### src/rtl/fetch_stage_pkg.sv
// Shared constants and state encoding for the instruction fetch stage.
package fetch_stage_pkg;

  localparam logic [31:0] NOP_INSTR = 32'h0000_0013;

  typedef enum logic [1:0] {
    FETCH,
    WAIT,
    DISCARD
  } fetch_state_e;

endpackage

### src/rtl/fetch_stage_skid.sv
// One-entry skid buffer holding a fetched {pc, instr} while decode is stalled.
module fetch_skid
  import fetch_stage_pkg::*;
#(
  parameter int WIDTH = 32
) (
  input  logic             clk,
  input  logic             rst,
  input  logic             i_load,
  input  logic             i_pop,
  input  logic             i_clear,
  input  logic [WIDTH-1:0] i_pc,
  input  logic [WIDTH-1:0] i_instr,
  output logic             o_full,
  output logic [WIDTH-1:0] o_pc,
  output logic [WIDTH-1:0] o_instr
);

  logic             r_full;
  logic [WIDTH-1:0] r_pc;
  logic [WIDTH-1:0] r_instr;

  // NOTE: non-blocking assignments so every flop samples pre-edge values;
  // data regs are reset too, keeping the skid outputs deterministic.
  always_ff @(posedge clk or posedge rst) begin
    if (rst) begin
      r_full  <= 1'b0;
      r_pc    <= '0;
      r_instr <= WIDTH'(NOP_INSTR);
    end else if (i_clear) begin
      r_full <= 1'b0;
    end else if (i_load) begin
      r_full  <= 1'b1;
      r_pc    <= i_pc;
      r_instr <= i_instr;
    end else if (i_pop) begin
      r_full <= 1'b0;
    end
  end

  assign o_full  = r_full;
  assign o_pc    = r_pc;
  assign o_instr = r_instr;

endmodule

### src/rtl/fetch_stage.sv
// Instruction fetch stage: PC, single-outstanding imem request FSM and the
// IF/ID pipeline register, with decode backpressure and redirect flush.
module fetch_stage
  import fetch_stage_pkg::*;
#(
  parameter int               WIDTH    = 32,
  parameter logic [WIDTH-1:0] RESET_PC = '0
) (
  input  logic             clk,
  input  logic             rst,
  output logic             imem_req_valid,
  input  logic             imem_req_ready,
  output logic [WIDTH-1:0] imem_req_addr,
  input  logic             imem_resp_valid,
  input  logic [WIDTH-1:0] imem_resp_data,
  input  logic             id_stall,
  input  logic             redirect_valid,
  input  logic [WIDTH-1:0] redirect_pc,
  output logic             if_id_valid,
  output logic [WIDTH-1:0] if_id_pc,
  output logic [WIDTH-1:0] if_id_instr
);

  fetch_state_e     r_state;
  logic [WIDTH-1:0] r_pc;
  logic [WIDTH-1:0] r_req_pc;
  logic             r_if_id_valid;
  logic [WIDTH-1:0] r_if_id_pc;
  logic [WIDTH-1:0] r_if_id_instr;

  logic             w_handshake;
  logic             w_resp;
  logic             w_if_id_free;
  logic [WIDTH-1:0] w_redirect_pc;
  logic             w_skid_full;
  logic [WIDTH-1:0] w_skid_pc;
  logic [WIDTH-1:0] w_skid_instr;
  logic             w_skid_load;
  logic             w_skid_pop;

  // Request side depends only on state/pc/skid, never on redirect inputs.
  assign imem_req_valid = !rst && (r_state == FETCH) && !w_skid_full;
  assign imem_req_addr  = r_pc;

  assign w_handshake   = imem_req_valid && imem_req_ready;
  assign w_resp        = imem_resp_valid && (r_state == WAIT);
  assign w_if_id_free  = !r_if_id_valid || !id_stall;
  assign w_redirect_pc = redirect_pc & ~WIDTH'(3);

  // A response only arrives in WAIT, when the skid is known to be empty.
  assign w_skid_load = w_resp && !w_if_id_free;
  assign w_skid_pop  = w_skid_full && w_if_id_free;

  fetch_skid #(.WIDTH(WIDTH)) u_skid (
    .clk     (clk),
    .rst     (rst),
    .i_load  (w_skid_load),
    .i_pop   (w_skid_pop),
    .i_clear (redirect_valid),
    .i_pc    (r_req_pc),
    .i_instr (imem_resp_data),
    .o_full  (w_skid_full),
    .o_pc    (w_skid_pc),
    .o_instr (w_skid_instr)
  );

  always_ff @(posedge clk or posedge rst) begin
    if (rst) begin
      r_state       <= FETCH;
      r_pc          <= RESET_PC;
      r_req_pc      <= '0;
      r_if_id_valid <= 1'b0;
      r_if_id_pc    <= '0;
      r_if_id_instr <= WIDTH'(NOP_INSTR);
    end else if (redirect_valid) begin
      r_if_id_valid <= 1'b0;
      r_pc          <= w_redirect_pc;
      // Any outstanding request is stale; a response arriving now retires it.
      case (r_state)
        FETCH:   r_state <= w_handshake ? DISCARD : FETCH;
        WAIT:    r_state <= imem_resp_valid ? FETCH : DISCARD;
        DISCARD: r_state <= imem_resp_valid ? FETCH : DISCARD;
        default: r_state <= FETCH;
      endcase
    end else begin
      case (r_state)
        FETCH: begin
          if (w_handshake) begin
            r_req_pc <= r_pc;
            r_pc     <= r_pc + WIDTH'(4);
            r_state  <= WAIT;
          end
        end
        WAIT:    if (imem_resp_valid) r_state <= FETCH;
        DISCARD: if (imem_resp_valid) r_state <= FETCH;
        default: r_state <= FETCH;
      endcase

      // The skid always drains ahead of any newer response.
      if (w_resp) begin
        if (w_if_id_free) begin
          r_if_id_valid <= 1'b1;
          r_if_id_pc    <= r_req_pc;
          r_if_id_instr <= imem_resp_data;
        end
      end else if (w_skid_pop) begin
        r_if_id_valid <= 1'b1;
        r_if_id_pc    <= w_skid_pc;
        r_if_id_instr <= w_skid_instr;
      end else if (!id_stall) begin
        r_if_id_valid <= 1'b0;
      end
    end
  end

  assign if_id_valid = r_if_id_valid;
  assign if_id_pc    = r_if_id_pc;
  assign if_id_instr = r_if_id_instr;

endmodule

### config.mk
export PLATFORM = sky130hd
export DESIGN_NAME = fetch_stage
export DESIGN_NICKNAME = d
export VERILOG_FILES = /design/src/rtl/fetch_stage_pkg.sv /design/src/rtl/fetch_stage_skid.sv /design/src/rtl/fetch_stage.sv
export SDC_FILE = /design/constraint.sdc
export NUM_CORES = 1
export LEC_CHECK = 0
export BUFFER_PORTS_ARGS = -buffer_cell sky130_fd_sc_hd__buf_4
export CAP_MARGIN = 20
export CORE_MARGIN = 2
export CORE_UTILIZATION = 40
export CTS_CLUSTER_SIZE = 30
export DETAILED_ROUTE_END_ITERATION = 10
export PLACE_DENSITY = 0.58
export SETUP_SLACK_MARGIN = 0.2
export SYNTH_ARGS = -nofsm -noshare
export SYNTH_HDL_FRONTEND = slang
export SYNTH_SLANG_ARGS = --single-unit
### constraint.sdc
create_clock -name clk -period 7.3 [get_ports clk]
set_input_delay 0.365 -clock clk [delete_from_list [all_inputs] [get_ports clk]]
set_output_delay 0.365 -clock clk [all_outputs]
set_load 0.02 [all_outputs]
==> parameters.txt <==
Parameter                              Value

Setup path
  Cell family with the largest share of critical-path delay ... simple AND/OR/NAND/NOR gates
  Critical Path End Type ... register
  Setup slack, reg-to-reg ... 4.53 ns
  Worst Setup SP ... r_state[1]
  Critical Path RT ... 7.65 ns
  Stages on the worst setup path ... 6
  Maximum fanout encountered on the critical timing path ... 10
  Crit path largest cell delay ... 0.80 ns
  Cells along the critical path ... inv_1 > ha_1 > nand4bb_1 > or4_1 > or4_1 > a31oi_1
  Destination of the worst register-to-register timing path ... imem_req_addr[29]
  R2R Path Start ... r_state[1]
  Number of cells on the worst reg-to-reg path ... 6
  Most used cell, CP ... sky130_fd_sc_hd__or4_1
  Total buffers and inverters traversed by the critical path ... 1
  Worst Setup EP ... imem_req_addr[29]
  Highest-delay cell along the critical path ... sky130_fd_sc_hd__or4_1
  Worst EP arrival ... 3.12 ns
  Type of the worst setup path ... reg2reg
  Critical Path Start Type ... register

Timing
  Transition time at the pin with the least slew margin ... 0.883 ns
  Setup TNS ... 0 ns
  Final period utilization ... 38.0%
  Count of endpoints failing setup in the final report ... 0
  Number of hold-slack violations in the final timing report ... 0
  Unrepaired setup endpoints after global routing ... no
  Clock tree skew after final layout ... 0.0119 ns
  Final Max Tran Viols ... 0
  Final min period ... 2.77 ns
  Max Clk Rate ... 360 MHz
  Headroom to the max-slew limit ... 41.1%

Pwr
  Power density over the cells ... 257 nW/um^2
  Total internal power ... 1.95 mW
  Switching power total ... 0.721 mW
  Static leakage ... 5.11 nW
  Clk pwr share ... 36.8%
  Switching Fraction ... 27.0%
  PnR Total Power ... 2.67 mW
  IR Drop Worst-Case VDD ... 0.164 mV
  Fraction of power consumed by combinational cells ... 15.2%
  Relative contribution of sequential cells to total power ... 48.0%

Synthesis
  Count of warnings emitted by yosys ... 0
  Syn Area/Cell ... 11.7 um^2
  Proportion of synthesized chip area in sequential cells ... 56.9%
  Area of the mapped netlist ... 8280 um^2
  Unique cell type count in the Yosys netlist ... 38
  Number of synthesized register bits ... 188
  Number of instances in the synthesized netlist ... 710

Clock network
  CTS Root Cell ... sky130_fd_sc_hd__clkbuf_16
  Hold_buf cts ... 0
  Gates resized, CTS repair ... 0
  Num CTS Buffers ... 17
  Post-CTS Setup Bufs ... 0
  Clock tree from TritonCTS ... built
  Worst-Skew Late Latency ... 0.43 ns
  Clk sink count ... 188
  Number of buffers between clock root and the deepest sink ... 2
  Reg clk slew, reported paths ... 0.07 ns
  H-tree depth ... 4

Route
  Vias after detailed routing ... 5906
  Wire length per cell ... 16.5 um
  Final routed wirelength across all metal layers ... 18.7 mm
  Number of detailed-route iterations in the first pass ... 6
  Number of routed nets with antenna violations ... 0
  DR iter-0 viols ... 282
  Number of vias per cell after detailed routing ... 5.21
  DRC errors left ... 0

Floorplanning
  Core area ... 20300 um^2
  Number of placement rows ... 52
  Die Wd ... 148 um
  Initial standard-cell utilization of the core ... 40.8%
  # IOs ... 168
  Overall die area ... 21900 um^2
  Die height ... 148 um

Global routing
  Initial antenna violation count ... 0
  Overall global routing resource usage ... 17.5%
  Pin count of the biggest net entering global routing ... 125
  Overflow left after global routing ... 0
  Global-route wire length before repair ... 30.4 mm
  Number of global-route vias before repair ... 5681

Job
  Max-capacitance violation count ... 0

Layout
  Share of cells above drive strength 1 ... 35.4%
  Fin nets ... 925
  # diodes ... 0
  Area growth from synthesis to layout ... 25.4%

Outcome
  Outcome ... completed

Placement
  Dpl hpwl ... 12.8 mm
  Routability congestion estimate from global placement ... 0.847
  Number of I/O port buffers ... 161

Worst hold path
  Class of the worst hold path ... in2async
flip-flops by register name, indices dropped and copies added, names as in the netlist:
register        flops
u_skid.o_full       1
imem_req_addr      30
if_id_pc           30
r_state             2
r_req_pc           30
u_skid.o_pc        30
u_skid.o_instr     32
if_id_instr        32
if_id_valid         1
through the flow:
stage          utilization [%]  hold WS [ns]  std cells  setup slack [ns]  cell area [um^2]
6_report                  51.1        0.0679       1134              4.53             10400
5_1_grt                   51.1         0.125       1134              4.28             10400
4_1_cts                   51.0         0.123       1132              4.51             10300
3_5_place_dp              47.8         0.474       1100              4.54              9710
3_3_place_gp              47.7         0.463       1099              4.34              9690
2_1_floorplan                -         0.480        713              1.83              8290
power groups by stage:
stage / sequential [mW] / clock (mW) / combinational, mW
floorplan: 1.31 / 0 / 0.213
global placement: 1.29 / 0 / 0.397
detailed placement: 1.30 / 0 / 0.408
CTS: 1.28 / 1.01 / 0.409
global route: 1.30 / 1.05 / 0.444
finish: 1.28 / 0.983 / 0.405
layout make-up:
cell class | instances | area, um^2
clock inverter | 11 | 155
clock buffer | 21 | 480
multi-input combinational | 469 | 3370
fill | 1858 | 9920
sequential | 188 | 4710
inverter | 8 | 37.5
tap | 270 | 338
timing repair buffer | 167 | 1290
cell usage in the layout (no fill, tap or decap), types with 4 or more instances in the layout:
cell type,n
sky130_fd_sc_hd__buf_4,164
sky130_fd_sc_hd__a31oi_1,18
sky130_fd_sc_hd__nand4_1,9
sky130_fd_sc_hd__inv_1,7
sky130_fd_sc_hd__nand3_1,12
sky130_fd_sc_hd__nor4_1,4
sky130_fd_sc_hd__or4_1,17
sky130_fd_sc_hd__mux2i_1,63
sky130_fd_sc_hd__or3_1,7
sky130_fd_sc_hd__dfstp_2,6
sky130_fd_sc_hd__o21ai_0,78
sky130_fd_sc_hd__clkbuf_16,17
sky130_fd_sc_hd__mux2_2,92
sky130_fd_sc_hd__dfrtp_1,182
sky130_fd_sc_hd__nand2_1,87
sky130_fd_sc_hd__nor3_1,5
sky130_fd_sc_hd__clkbuf_8,4
sky130_fd_sc_hd__nor2_1,18
sky130_fd_sc_hd__a21oi_1,7
sky130_fd_sc_hd__conb_1,4
sky130_fd_sc_hd__xor2_1,5
sky130_fd_sc_hd__ha_1,4
sky130_fd_sc_hd__o31ai_1,15
cell families (layout without fill, tap and decap cells):
kind of cell / after synthesis / in the layout / share of synthesized area (%)
buf+inv: 56 / 207 / 2.80
flops: 188 / 188 / 56.9
simple gates: 176 / 176 / 10.4
mux: 155 / 155 / 20.1
fa+ha+maj: 4 / 4 / 0.605
compound gates: 122 / 122 / 8.28
xor+xnor: 8 / 8 / 0.846
other cells: 1 / 4 / 0.0453
cells in the mapped netlist:
| cell | instances | area, um^2 |
|---|---|---|
| sky130_fd_sc_hd__and2_1 | 2 | 12.5 |
| sky130_fd_sc_hd__buf_1 | 11 | 41.3 |
| sky130_fd_sc_hd__nand2b_1 | 1 | 6.26 |
| sky130_fd_sc_hd__nand4_1 | 9 | 56.3 |
| sky130_fd_sc_hd__nand2_1 | 88 | 330 |
| sky130_fd_sc_hd__nand3_1 | 12 | 60.1 |
| sky130_fd_sc_hd__o21ai_0 | 78 | 390 |
| sky130_fd_sc_hd__conb_1 | 1 | 3.75 |
| sky130_fd_sc_hd__nand4bb_1 | 1 | 11.3 |
| sky130_fd_sc_hd__nor2_1 | 19 | 71.3 |
| sky130_fd_sc_hd__nor2b_1 | 2 | 12.5 |
| sky130_fd_sc_hd__a211o_1 | 2 | 17.5 |
| sky130_fd_sc_hd__dfstp_2 | 6 | 158 |
| sky130_fd_sc_hd__and4_1 | 3 | 26.3 |
| sky130_fd_sc_hd__o31ai_1 | 15 | 113 |
| sky130_fd_sc_hd__nor4_1 | 4 | 25.0 |
| sky130_fd_sc_hd__inv_1 | 8 | 30.0 |
| sky130_fd_sc_hd__or4_1 | 17 | 128 |
| sky130_fd_sc_hd__xnor2_1 | 3 | 26.3 |
| sky130_fd_sc_hd__o211a_1 | 1 | 10.0 |
| sky130_fd_sc_hd__or4b_2 | 1 | 10.0 |
| sky130_fd_sc_hd__ha_1 | 4 | 50.1 |
| sky130_fd_sc_hd__nor3_1 | 6 | 30.0 |
| sky130_fd_sc_hd__mux2_2 | 92 | 1040 |
| sky130_fd_sc_hd__nor3b_1 | 1 | 7.51 |
| sky130_fd_sc_hd__or3b_2 | 1 | 8.76 |
| sky130_fd_sc_hd__o21a_1 | 1 | 7.51 |
| sky130_fd_sc_hd__xor2_1 | 5 | 43.8 |
| sky130_fd_sc_hd__a21oi_1 | 7 | 35.0 |
| sky130_fd_sc_hd__or3_1 | 7 | 43.8 |
| sky130_fd_sc_hd__mux2i_1 | 63 | 631 |
| sky130_fd_sc_hd__clkbuf_1 | 28 | 105 |
| sky130_fd_sc_hd__and4bb_2 | 1 | 12.5 |
| sky130_fd_sc_hd__a31oi_1 | 18 | 113 |
| sky130_fd_sc_hd__buf_4 | 4 | 30.0 |
| sky130_fd_sc_hd__or2_2 | 1 | 6.26 |
| sky130_fd_sc_hd__dfrtp_1 | 182 | 4550 |
| sky130_fd_sc_hd__buf_2 | 5 | 25.0 |
metal layers:
layer  global-route usage (%)  wire length, um  vias up
met5                        0                0        -
met3                     4.23             1120       20
li1                         -                -     2815
met1                     25.2             8770     2881
met2                     26.3             8520      190
met4                     4.95              248        0
worst min-delay path by stage:
stage                             from                  to  depth (start not counted)
floorplan           u_skid.o_instr[10]  u_skid.o_instr[10]                          1
global placement       if_id_instr[18]     if_id_instr[18]                          2
detailed placement      if_id_instr[9]      if_id_instr[9]                          2
CTS                     redirect_pc[3]    imem_req_addr[3]                          3
global route                       rst          r_state[0]                          2
finish                             rst    imem_req_addr[2]                          2
No activity file was read; power rests on OpenSTA's default activity.
